File: config.mk
export PLATFORM = sky130hd
export DESIGN_NAME = hamming_scrub_ctrl
export DESIGN_NICKNAME = d
export VERILOG_FILES = /design/src/rtl/hamming_sec_pkg.sv /design/src/rtl/hamming_sec_codec.sv /design/src/rtl/hamming_scrub_ctrl.sv
export SDC_FILE = /design/constraint.sdc
export NUM_CORES = 1
export LEC_CHECK = 0
export BUFFER_PORTS_ARGS = -buffer_cell sky130_fd_sc_hd__clkbuf_2
export CORE_ASPECT_RATIO = 1.75
export CORE_MARGIN = 1.5
export CORE_UTILIZATION = 60
export CTS_CLUSTER_SIZE = 16
export DETAILED_ROUTE_END_ITERATION = 7
export GPL_TIMING_DRIVEN = 0
export PLACE_DENSITY = 0.95
export SYNTH_ARGS = -nofsm -noshare
export SYNTH_HDL_FRONTEND = slang
export SYNTH_HIERARCHICAL = 1
export SYNTH_SLANG_ARGS = --single-unit
File: constraint.sdc
create_clock -name clk -period 4.7 [get_ports clk]
set_clock_uncertainty 0.15 [all_clocks]
set_input_delay 0.235 -clock clk [delete_from_list [all_inputs] [get_ports clk]]
set_output_delay 0.235 -clock clk [all_outputs]
set_load 0.02 [all_outputs]
File: src/rtl/hamming_sec_pkg.sv
// Shared definitions for the 16x12 Hamming-SEC memory path: widths, codeword
// layout helpers and the controller state encoding.
package hamming_sec_pkg;

  localparam int DATA_W = 8;
  localparam int CODE_W = 12;
  localparam int ADDR_W = 4;
  localparam int SYN_W  = 4;
  localparam int PARITY_POS [4] = '{1, 2, 4, 8};

  typedef enum logic [1:0] {
    IDLE = 2'd0,
    ACC  = 2'd1,
    WB   = 2'd2
  } state_e;

  // Codeword bit i-1 holds Hamming position i; data sits at 3,5,6,7,9,10,11,12.
  function automatic logic [CODE_W-1:0] hamming_encode(input logic [DATA_W-1:0] d);
    logic p1, p2, p4, p8;
    p1 = d[0] ^ d[1] ^ d[3] ^ d[4] ^ d[6];
    p2 = d[0] ^ d[2] ^ d[3] ^ d[5] ^ d[6];
    p4 = d[1] ^ d[2] ^ d[3] ^ d[7];
    p8 = d[4] ^ d[5] ^ d[6] ^ d[7];
    return {d[7], d[6], d[5], d[4], p8, d[3], d[2], d[1], p4, d[0], p2, p1};
  endfunction

  function automatic logic [SYN_W-1:0] hamming_syndrome(input logic [CODE_W-1:0] code);
    logic [SYN_W-1:0] syn;
    syn = '0;
    for (int i = 0; i < CODE_W; i++) begin
      if (code[i]) syn ^= SYN_W'(i + 1);
    end
    return syn;
  endfunction

  function automatic logic [DATA_W-1:0] hamming_extract(input logic [CODE_W-1:0] c);
    return {c[11], c[10], c[9], c[8], c[6], c[5], c[4], c[2]};
  endfunction

endpackage

File: src/rtl/hamming_sec_codec.sv
// Combinational Hamming-SEC encoder and single-error-correcting decoder.
// Invalid syndromes (beyond the codeword length) pass the word through untouched.
module hamming_sec_codec
  import hamming_sec_pkg::*;
(
  input  logic [DATA_W-1:0] enc_data_i,
  output logic [CODE_W-1:0] enc_code_o,
  input  logic [CODE_W-1:0] dec_code_i,
  output logic [CODE_W-1:0] dec_code_o,
  output logic [DATA_W-1:0] dec_data_o,
  output logic [SYN_W-1:0]  dec_syndrome_o,
  output logic              dec_corr_o,
  output logic              dec_uncorr_o
);

  logic [SYN_W-1:0] syn;

  assign enc_code_o     = hamming_encode(enc_data_i);
  assign syn            = hamming_syndrome(dec_code_i);
  assign dec_syndrome_o = syn;

  // NOTE: every always_comb output is given a default first, so no path can infer a latch.
  always_comb begin
    dec_code_o   = dec_code_i;
    dec_corr_o   = 1'b0;
    dec_uncorr_o = 1'b0;
    if (syn > SYN_W'(CODE_W)) begin
      dec_uncorr_o = 1'b1;
    end else if (syn != '0) begin
      dec_corr_o = 1'b1;
      dec_code_o = dec_code_i ^ (CODE_W'(1) << (syn - 1'b1));
    end
  end

  assign dec_data_o = hamming_extract(dec_code_o);

endmodule

File: src/rtl/hamming_scrub_ctrl.sv
// Single owner of the Hamming-SEC memory port: serves host byte reads/writes,
// corrects and writes back single-bit errors, and runs a periodic background scrub.
module hamming_scrub_ctrl
  import hamming_sec_pkg::*;
#(
  parameter int SCRUB_INTERVAL = 256,
  parameter int MAX_DEFER      = 4
) (
  input  logic              clk,
  input  logic              rst_n,
  input  logic              req_valid,
  output logic              req_ready,
  input  logic              req_we,
  input  logic [ADDR_W-1:0] req_addr,
  input  logic [DATA_W-1:0] req_wdata,
  output logic              resp_valid,
  output logic [DATA_W-1:0] resp_rdata,
  output logic              resp_corr,
  output logic              resp_uncorr,
  input  logic              scrub_en,
  output logic [7:0]        err_count,
  output logic              mem_wr_en,
  output logic [ADDR_W-1:0] mem_addr,
  output logic [CODE_W-1:0] mem_wdata,
  input  logic [CODE_W-1:0] mem_rdata
);

  localparam int TIMER_W = $clog2(SCRUB_INTERVAL);
  localparam int DEFER_W = (MAX_DEFER < 1) ? 1 : $clog2(MAX_DEFER + 1);

  state_e              state_q, state_d;
  logic [ADDR_W-1:0]   addr_q, addr_d;
  logic                we_q, we_d;
  logic [DATA_W-1:0]   wdata_q, wdata_d;
  logic                is_scrub_q, is_scrub_d;
  logic [CODE_W-1:0]   wb_code_q, wb_code_d;
  logic [ADDR_W-1:0]   scrub_ptr_q, scrub_ptr_d;
  logic [TIMER_W-1:0]  timer_q, timer_d;
  logic                scrub_pend_q, scrub_pend_d;
  logic [DEFER_W-1:0]  defer_cnt_q, defer_cnt_d;
  logic [7:0]          err_count_q, err_count_d;
  logic                resp_valid_q, resp_valid_d;
  logic [DATA_W-1:0]   resp_rdata_q, resp_rdata_d;
  logic                resp_corr_q, resp_corr_d;
  logic                resp_uncorr_q, resp_uncorr_d;

  logic [CODE_W-1:0]   enc_code, dec_code;
  logic [DATA_W-1:0]   dec_data;
  logic [SYN_W-1:0]    dec_syn;
  logic                dec_corr, dec_uncorr;
  logic                defer_full, host_accept, scrub_grant, timer_expire, need_wb;

  hamming_sec_codec u_codec (
    .enc_data_i     (wdata_q),
    .enc_code_o     (enc_code),
    .dec_code_i     (mem_rdata),
    .dec_code_o     (dec_code),
    .dec_data_o     (dec_data),
    .dec_syndrome_o (dec_syn),
    .dec_corr_o     (dec_corr),
    .dec_uncorr_o   (dec_uncorr)
  );

  // Gated by rst_n so the handshake reads 0 while the block is held in reset.
  assign defer_full  = scrub_pend_q && (defer_cnt_q == DEFER_W'(MAX_DEFER));
  assign req_ready   = rst_n && (state_q == IDLE) && !defer_full;
  assign host_accept = req_valid && req_ready;
  assign scrub_grant = (state_q == IDLE) && scrub_pend_q && !host_accept;
  assign need_wb     = !we_q && (dec_syn != '0) && (dec_syn <= SYN_W'(CODE_W));

  always_ff @(posedge clk or negedge rst_n) begin
    if (!rst_n) begin
      state_q <= IDLE;
    end else begin
      // NOTE: sequential state uses <= so every register samples pre-edge values together.
      state_q <= state_d;
    end
  end

  always_comb begin
    state_d = state_q;
    unique case (state_q)
      IDLE:    if (host_accept || scrub_grant) state_d = ACC;
      ACC:     state_d = need_wb ? WB : IDLE;
      WB:      state_d = IDLE;
      default: state_d = IDLE;
    endcase
  end

  always_comb begin
    mem_wr_en = 1'b0;
    mem_addr  = '0;
    mem_wdata = '0;
    unique case (state_q)
      ACC: begin
        mem_addr  = addr_q;
        mem_wr_en = we_q;
        mem_wdata = we_q ? enc_code : '0;
      end
      WB: begin
        mem_addr  = addr_q;
        mem_wr_en = 1'b1;
        mem_wdata = wb_code_q;
      end
      default: ;
    endcase
  end

  always_comb begin
    addr_d        = addr_q;
    we_d          = we_q;
    wdata_d       = wdata_q;
    is_scrub_d    = is_scrub_q;
    wb_code_d     = wb_code_q;
    scrub_ptr_d   = scrub_ptr_q;
    scrub_pend_d  = scrub_pend_q;
    defer_cnt_d   = defer_cnt_q;
    err_count_d   = err_count_q;
    resp_valid_d  = 1'b0;
    resp_rdata_d  = '0;
    resp_corr_d   = 1'b0;
    resp_uncorr_d = 1'b0;
    timer_expire  = 1'b0;
    timer_d       = '0;

    if (scrub_en) begin
      if (timer_q == TIMER_W'(SCRUB_INTERVAL - 1)) begin
        timer_expire = 1'b1;
      end else begin
        timer_d = timer_q + 1'b1;
      end
    end

    if (host_accept) begin
      addr_d     = req_addr;
      we_d       = req_we;
      wdata_d    = req_wdata;
      is_scrub_d = 1'b0;
      if (scrub_pend_q) defer_cnt_d = defer_cnt_q + 1'b1;
    end else if (scrub_grant) begin
      addr_d       = scrub_ptr_q;
      we_d         = 1'b0;
      is_scrub_d   = 1'b1;
      scrub_ptr_d  = scrub_ptr_q + 1'b1;
      defer_cnt_d  = '0;
      scrub_pend_d = 1'b0;
    end

    // An expiry while a scrub is still pending is dropped rather than queued.
    if (timer_expire && !scrub_pend_q) scrub_pend_d = 1'b1;

    if (state_q == ACC) begin
      wb_code_d = dec_code;
      if (!we_q && dec_corr && (err_count_q != 8'hFF)) err_count_d = err_count_q + 8'd1;
      if (!is_scrub_q) begin
        resp_valid_d = 1'b1;
        if (!we_q) begin
          resp_rdata_d  = dec_data;
          resp_corr_d   = dec_corr;
          resp_uncorr_d = dec_uncorr;
        end
      end
    end
  end

  always_ff @(posedge clk or negedge rst_n) begin
    if (!rst_n) begin
      addr_q        <= '0;
      we_q          <= 1'b0;
      wdata_q       <= '0;
      is_scrub_q    <= 1'b0;
      wb_code_q     <= '0;
      scrub_ptr_q   <= '0;
      timer_q       <= '0;
      scrub_pend_q  <= 1'b0;
      defer_cnt_q   <= '0;
      err_count_q   <= '0;
      resp_valid_q  <= 1'b0;
      resp_rdata_q  <= '0;
      resp_corr_q   <= 1'b0;
      resp_uncorr_q <= 1'b0;
    end else begin
      addr_q        <= addr_d;
      we_q          <= we_d;
      wdata_q       <= wdata_d;
      is_scrub_q    <= is_scrub_d;
      wb_code_q     <= wb_code_d;
      scrub_ptr_q   <= scrub_ptr_d;
      timer_q       <= timer_d;
      scrub_pend_q  <= scrub_pend_d;
      defer_cnt_q   <= defer_cnt_d;
      err_count_q   <= err_count_d;
      resp_valid_q  <= resp_valid_d;
      resp_rdata_q  <= resp_rdata_d;
      resp_corr_q   <= resp_corr_d;
      resp_uncorr_q <= resp_uncorr_d;
    end
  end

  assign resp_valid  = resp_valid_q;
  assign resp_rdata  = resp_rdata_q;
  assign resp_corr   = resp_corr_q;
  assign resp_uncorr = resp_uncorr_q;
  assign err_count   = err_count_q;

endmodule

==> out/metrics.cfg, run 1 <==
[routing]
totalWireLength_microns = 7430
drt_iter0_drc = 86
avgViaCountPerCell = 5.45
drc_errors = 0
vias = 2651
firstDrtPassIters = 4
antenna_left = 0
wire_per_inst_microns = 15.3

[sta]
setup_ws_ns = 2.01
period_share_pct = 57.2
max_freq_mhz = 372
tightestPinTransition_ns = 0.888
report.final.slew_viol_count = 0
min_period_ns = 2.69
slew_headroom_pct = 40.8
final_hold_viol_count = 0
tns_ns = 0
rsz0062_at_grt = no
setup_viol = 0

[setup_path]
cp_max_fo = 9
cp.required_ns = 4.76
crit_chain = clkbuf_2 > xnor2_2 > xor3_4 > inv_4 > nor2_1 > a31oi_1 > and4_1 > nand4_1 > mux2_1
cp_data_arrival_time_ns = 2.75
cp-start-kind = input port
cpMaxStageDelayCell = xor3_4
path_class = input port to flip-flop
crit_family = XOR/XNOR gates
cpPeakStageDelay_ns = 0.64
end_kind = flip-flop
worst-path-buf-inv = 2

[global_route]
antenna_found_initial = 0
gr-total-overflow = 0
grt_pass1_wl_microns = 12100
grt_pass1_vias = 2646
grtUsageTotal_pct = 25.7
grt_max_degree = 68

[status]
run_status = finished clean

[synthesis]
synth_top_area_share_pct = 44.6
yosys_warnings = 6
synth_top_area_cell = dfrtp_1
synth_edf_count = 0
ys_seq_area_share_pct = 44.6
synthArstFlopShare_pct = 100
synthFlopType = dfrtp_1
synth.area.top_cells = dfrtp_1 45%, xnor2_1 7.2%, mux2_2 6.1%
ys_types = 48
synth_fp_nets = 353
synth_most_common_cell = dfrtp_1
ys_ff_latch = 63
netlist_area_sq_um = 3530
synth.cells.most_frequent = 63 x dfrtp_1, 29 x xnor2_1, 21 x and2_1
synth.avg_cell_area_sq_um = 11.2
syn_inst = 315

[finish]
multi_input_area_sq_um = 1750
syn_to_final_growth_pct = 20.9
final.fill_count = 373
diodes = 0
seqCellArea_sq_um = 1580
nets = 443
drive_above_1_share_pct = 32.9

[power]
p_leak_uw = 0.00200
powerDensity_nw_per_um2 = 568
p_int_uw = 1480
p_switching_uw = 950
p_clk_share_pct = 17.2
p_seq_share_pct = 35.1
ir_drop_v = 0.000335
p_comb_share_pct = 47.7
swShare_pct = 39.1

[placement]
place_ws_ns = 1.70
port_buffers = 65
hpwl_microns = 5300
gp_congestion = 0.884

[floorplanning]
start_util_pct = 62.7
die_area_sq_um = 6370
io_pins = 66
die_y_microns = 105
core_sq_um = 5630
rows = 36
die_w_microns = 61

[clock_tree]
cts_sinks = 63
clk_pin_slew_ns = 0.07
cts_buffer_depth = 2
clockRootBuffer = clkbuf_8
cts_resized = 0
tritoncts = done
clkLatencyLatePin_ns = 0.35
cts_inserted_buffers = 9
cts_max_level = 3

[hold_path]
hold_path.class = input port to flip-flop

[flow_run]
drv_cap = 0

## through the flow
step | utilization, % | power, uW | instance area (sq um) | hold slack, ns | instances
3_3_place_gp | 70.2 | 1950 | 3950 | 0.297 | 456
2_1_floorplan | - | 1690 | 3530 | -0.211 | 315
4_1_cts | 75.9 | 2440 | 4270 | 0.0352 | 486
5_1_grt | 75.9 | 2590 | 4270 | 0.0733 | 486
6_report | 75.9 | 2430 | 4270 | 0.0598 | 486
3_5_place_dp | 70.2 | 2000 | 3960 | 0.277 | 456
## worst paths after layout
path	startpoint	endpoint	slack, ns	cells after the start
worst min-delay path	scrub_en	timer_q[6]$_DFF_PN0_	0.06	2
min in group asynchronous	rst_n	wb_code_q[8]$_DFFE_PN0P_	0.43	2
max in group asynchronous	rst_n	wdata_q[6]$_DFFE_PN0N_	3.40	2
worst min register to register	is_scrub_q$_DFFE_PN0P_	resp_valid$_DFF_PN0_	0.35	1
worst max-delay path	mem_rdata[9]	err_count[6]$_DFFE_PN0P_	2.01	9
worst max register to register	state_q[0]$_DFFE_PN0P_	wdata_q[5]$_DFFE_PN0N_	2.65	5
## sequential cells by signal, indices dropped and copies added (netlist names), 2 cells and up
register and flops:
state_q 2, wdata_q 8, resp_rdata 8, wb_code_q 12
scrub_ptr_q 4, err_count 8, defer_cnt_q 3, timer_q 8
addr_q 4
## cell usage in the layout, fill, tap and decap left out, types with 7 or more instances in the layout
master,Yosys,layout
mux2_2,19,19
nand2_1,11,11
dlygate4sd3_1,0,14
clkbuf_8,0,11
and2_1,21,21
dfrtp_1,63,63
xnor2_1,29,29
buf_4,16,16
ha_1,9,9
inv_1,7,7
a22oi_1,12,12
nand4_1,15,15
nor2b_1,14,14
nor2_1,11,11
xor2_1,13,13
clkbuf_2,0,64
## logic make-up after synthesis
logic type	share of synthesized area [%]
and+or+nand+nor	16.0
DFF	44.6
xor gates and xnor gates	14.6
AOI/OAI and AO/OA	7.47
buffers and inverters	5.70
muxes	8.47
adders and majority gates	3.19
## routing by layer
layer  track usage (%)  vias to the layer above  wire, microns
met5                 0                        -              0
met4              11.3                        0            195
met3              6.22                       17            301
met2              44.2                       81           4150
met1              28.6                     1291           2790
li1                  -                     1262              -
## worst reg2reg max path, cell delays in order (launching register included)
cell     delay (ns)
dfrtp_1        0.39
inv_1          0.13
ha_1           0.27
nand4_1        0.29
buf_2          0.35
mux2_1         0.35
## repair_timing
action                    4_1_cts  5_1_grt
buffers inserted                0        0
hold endpoints to repair       76        0
hold buffers                   14        0
## power by group through the flow
stage / Clock, uW / Combinational (uW) / Sequential [uW]
after detailed placement: 0 / 1140 / 858
after floorplan: 0 / 801 / 889
after global placement: 0 / 1100 / 845
after global routing: 453 / 1260 / 872
after CTS: 433 / 1160 / 849
final: 418 / 1160 / 851
## layout make-up
cell class              instances  share of cell area (%)
multi-input cells             218                    41.1
flip-flops and latches         63                    36.9
repair buffers                 79                    11.0
plain buffers                  24                    3.78
clock buffers                  13                    3.72
well taps                      76                    2.23
inverters                      10                   0.937
clock inverters                 3                   0.410
Power figures use the tool's default switching activity.
==> inputs of run 2 (changes only) <==
- CORE_UTILIZATION: 60 -> 56
- PLACE_DENSITY: 0.95 -> 0.9
- clock period: 4.7 -> 2.6 ns (I/O delays scaled with it)
==> out/metrics.cfg, run 2 (synthesis gave the netlist of run 1 again) <==
[status]
run_status = finished clean

[power]
p_leak_uw = 0.00202
p_comb_share_pct = 46.6
p_seq_share_pct = 33.5
ir_drop_v = 0.000633
swShare_pct = 38.5
powerDensity_nw_per_um2 = 1060
power.total_uw = 4580
p_switching_uw = 1770
p_clk_share_pct = 19.9
p_int_uw = 2820

[finish]
nets = 444
syn_to_final_growth_pct = 22.8
diodes = 0
stdcell_area_sq_um = 4340
final_common_cell = clkbuf_2
largest-register = wb_code_q
final_util_pct = 70.7
mostFrequentLayoutCells = 65 x clkbuf_2, 63 x dfrtp_1, 29 x xnor2_1
largest_reg_flops = 12
finalNonFillerCells = 491
drive_above_1_share_pct = 34.1

[hold_path]
hold_path.class = input port to flip-flop
min_path_cells = 3
min_from = mem_rdata[3]
hold_end = wb_code_q[3]$_DFFE_PN0P_

[floorplanning]
core_sq_um = 6130
io_pins = 66
die_area_sq_um = 6810
start_util_pct = 57.6
rows = 38
die_y_microns = 108
die_w_microns = 63.0

[placement]
port_buffers = 65
gp_congestion = 0.919
hpwl_microns = 5440
place_area_sq_um = 3960
numPlacedInstances = 460

[routing]
vias = 2627
wire_per_inst_microns = 15.4
drc_errors = 0
antenna_left = 0
firstDrtPassIters = 4
avgViaCountPerCell = 5.35
totalWireLength_microns = 7570
drt_iter0_drc = 96

[sta]
report.final.slew_viol_count = 0
min_period_ns = 2.42
period_share_pct = 92.9
final_hold_viol_count = 0
max_freq_mhz = 414
slew_headroom_pct = 45.4
tightestPinTransition_ns = 0.818
rsz0062_at_grt = no
tns_ns = 0
setup_viol = 0

[setup_path]
cp-start-kind = flip-flop
cp.required_ns = 2.32
end_kind = primary output
crit_chain = inv_1 > ha_2 > and2_1 > clkbuf_4 > a22oi_1 > nor2b_1 > clkbuf_2
reg2reg_slack_ns = 0.60
cpMaxStageDelayCell = dfrtp_1
cp_max_fo = 10
path_class = flip-flop to primary output
cp_data_arrival_time_ns = 2.14
crit_path_start = state_q[1]$_DFFE_PN0P_
worst-path-buf-inv = 3
rr_worst_depth = 5
timing.rr.start = state_q[0]$_DFFE_PN0P_
r2r-end = wdata_q[5]$_DFFE_PN0N_
cpPeakStageDelay_ns = 0.39
crit_family = buffers and inverters

[global_route]
grt_max_degree = 68
grt_pass1_wl_microns = 12400
gr-total-overflow = 0
grtUsageTotal_pct = 24.0
antenna_found_initial = 0
grt_pass1_vias = 2704

[clock_tree]
clk_pin_slew_ns = 0.07
cts_sinks = 63
clockRootBuffer = clkbuf_8
tritoncts = done
clkLatencyLatePin_ns = 0.35
cts_buffer_depth = 2
cts_inserted_buffers = 9
cts_max_level = 3

[flow_run]
drv_cap = 0

## run 2: cell types whose count changed in the layout (fill, tap and decap cells not counted), sizes merged
cell / delta
clkbuf: -4
clkinvlp: +1
buf: +1
dlygate4sd3: +1
bufinv: +2
## run 2: layer usage
layer	routed length [microns]	track usage [%]
met1	2820	24.0
met2	4140	44.5
met4	278	14.1
met5	0	0
met3	323	5.72
## run 2: worst max path at each step
stage / to / slack, ns / cells after the start
floorplan: err_count[6]$_DFFE_PN0P_ / 0.25 / 8
global placement: wdata_q[6]$_DFFE_PN0N_ / -0.31 / 4
detailed placement: err_count[6]$_DFFE_PN0P_ / -0.29 / 9
CTS: err_count[6]$_DFFE_PN0P_ / 0.08 / 9
global route: wdata_q[5]$_DFFE_PN0N_ / 0.006 / 5
finish: mem_wdata[0] / 0.18 / 7
## run 2: worst reg2reg max path, stage by stage, from the launching register on
cell     delay [ns]
dfrtp_1        0.39
inv_1          0.13
ha_1           0.25
nand4_1        0.27
buf_2          0.34
mux2_1         0.34
## run 2: per-stage QoR
stage                     worst slack (ns)  hold slack, ns
final                                0.183          0.0241
after CTS                           0.0778          0.0166
after global routing               0.00628          0.0316
after detailed placement            -0.293           0.175
after global placement              -0.309           0.194
after floorplan                      0.253          -0.316
## run 2: repair_timing
action | in CTS | in global routing
buffers inserted | 0 | 0
gates resized for setup | 1 | 7
endpoints found under the setup margin | 2 | 9
cloned | 0 | 0
hold buffers | 15 | 0
hold endpoints to repair | 80 | 0
## run 2: area by class of cell
cell class / count / area [sq um]
inverters: 10 / 40.0
multi-input cells: 218 / 1760
well taps: 80 / 100
repair buffers: 80 / 478
flip-flops and latches: 63 / 1580
plain buffers: 24 / 166
clock buffers: 10 / 128
fillers: 432 / 1800
clock inverters: 6 / 85.1
## run 2: power by group through the flow
stage	Clock (uW)	Combinational (uW)	Sequential (uW)
after floorplan	0	1450	1610
after global placement	0	1990	1530
after detailed placement	0	2070	1540
after CTS	936	2120	1540
after global routing	976	2310	1570
final	914	2130	1540
==> inputs of run 3 (changes only) <==
- CORE_UTILIZATION: 56 -> 35
- PLACE_DENSITY: 0.9 -> 0.65
==> out/metrics.cfg, run 3 (synthesis gave the netlist of run 1 again) <==
[sta]
report.final.slew_viol_count = 0
slew_headroom_pct = 65.6
min_period_ns = 2.38
setup_ws_ns = 0.224
rsz0062_at_grt = no
max_freq_mhz = 421
setup_viol = 0
tightestPinTransition_ns = 0.517
final_hold_viol_count = 0
period_share_pct = 91.4

[global_route]
gr-total-overflow = 0
grt_pass1_wl_microns = 11900
antenna_found_initial = 0
grtUsageTotal_pct = 14.4
grt_max_degree = 68
grt_pass1_vias = 2645

[floorplanning]
core_sq_um = 9850
io_pins = 66
die_w_microns = 78.9
die_y_microns = 136
die_area_sq_um = 10700
start_util_pct = 35.9
rows = 48

[setup_path]
cpMaxStageDelayCell = xor3_4
cp.required_ns = 2.65
crit_path_start = mem_rdata[9]
crit_chain = clkbuf_2 > xnor2_2 > xor3_4 > inv_4 > nor2_1 > a31oi_2 > and4_1 > nand4_1 > mux2_1
timing.rr.start = state_q[1]$_DFFE_PN0P_
end_kind = flip-flop
cpPeakStageDelay_ns = 0.64
cp_data_arrival_time_ns = 2.43
cp_max_fo = 9
cp-start-kind = input port
path_class = input port to flip-flop

[power]
p_switching_uw = 1740
p_seq_share_pct = 32.4
ir_drop_v = 0.000441
p_comb_share_pct = 44.2
p_clk_share_pct = 23.5
swShare_pct = 36.9
p_int_uw = 2980
p_leak_uw = 0.00206
powerDensity_nw_per_um2 = 1050

[placement]
numPlacedInstances = 506
port_buffers = 65
hpwl_microns = 5610
place_ws_ns = -0.329
gp_congestion = 0.830

[finish]
largest_reg_flops = 12
largest-register = wb_code_q
finalNonFillerCells = 537
mostFrequentLayoutCells = 65 x clkbuf_2, 63 x dfrtp_1, 29 x xnor2_1
drive_above_1_share_pct = 33.5
syn_to_final_growth_pct = 26.8
nets = 445
final_common_cell = clkbuf_2
diodes = 0

[flow_run]
drv_cap = 0

[hold_path]
hold_path.class = input port to flip-flop
min_from = mem_rdata[3]

[routing]
firstDrtPassIters = 4
vias = 2582
totalWireLength_microns = 7380
drt_iter0_drc = 95
avgViaCountPerCell = 4.81
antenna_left = 0
wire_per_inst_microns = 13.7
drc_errors = 0

[clock_tree]
cts_buffer_depth = 2
cts_max_level = 3
clk_pin_slew_ns = 0.05
clockRootBuffer = clkbuf_16
clkLatencyLatePin_ns = 0.32
tritoncts = done
cts_sinks = 63
cts_inserted_buffers = 9
post_cts_buffers = 0

[status]
run_status = finished clean

[run 3: cell count changes in the layout (fill, tap and decap cells not counted), moves of 2 or more]
cell / previous run / this run
bufinv_16: 2 / 0
clkbuf_1: 3 / 5
clkbuf_16: 0 / 9
clkbuf_8: 9 / 2
[run 3: stage by stage]
step           utilization, %  cell area [sq um]  power, uW  setup TNS (ns)  hold slack (ns)
2_1_floorplan               -               3530       3060               0           -0.316
3_3_place_gp             40.8               4010       3570           -4.71            0.197
3_5_place_dp             41.1               4040       3620           -1.25           0.0375
4_1_cts                  45.4               4470       4780               0           0.0475
5_1_grt                  45.5               4480       5020               0           0.0704
6_report                 45.5               4480       4720               0           0.0522
[run 3: routing by layer]
layer | GRT usage (%) | wire length [microns]
met5 | 0 | 0
met4 | 8.58 | 272
met3 | 3.56 | 320
met2 | 25.2 | 3870
met1 | 15.5 | 2910
[run 3: final timing paths]
kind	cells past startpoint	slack, ns	end
min in group asynchronous	3	0.22	addr_q[0]$_DFFE_PN0P_
min reg2reg	1	0.31	resp_valid$_DFF_PN0_
max reg2reg	6	0.61	err_count[6]$_DFFE_PN0P_
min	3	0.05	wb_code_q[3]$_DFFE_PN0P_
max in group asynchronous	3	1.80	timer_q[5]$_DFF_PN0_
max	9	0.22	err_count[6]$_DFFE_PN0P_
[run 3: power groups by stage]
stage / sequential (uW) / combinational (uW) / clock (uW)
2_1_floorplan: 1610 / 1450 / 0
3_3_place_gp: 1540 / 2020 / 0
6_report: 1530 / 2080 / 1110
3_5_place_dp: 1550 / 2070 / 0
4_1_cts: 1530 / 2110 / 1140
5_1_grt: 1570 / 2260 / 1180
[run 3: area by class of cell]
type / instances / area [sq um]
clock buffers: 13 / 260
plain buffers: 24 / 163
flip-flops and latches: 63 / 1580
repair buffers: 81 / 505
multi-input cells: 218 / 1760
inverters: 10 / 40.0
clock inverters: 3 / 17.5
fillers: 950 / 5370
well taps: 125 / 156
[run 3: repair_timing]
item	in CTS	in global routing
hold buffers	15	0
hold endpoints to repair	80	0
resized for setup	0	3
setup endpoints to repair	0	12
[run 3: worst max-delay path, delay by kind of cell]
kind | cells | cell delay [ns]
AOI/OAI and AO/OA | 1 | 0.32
muxes | 1 | 0.32
buffers and inverters | 2 | 0.26
and+or+nand+nor | 3 | 0.49
xor gates and xnor gates | 2 | 0.91
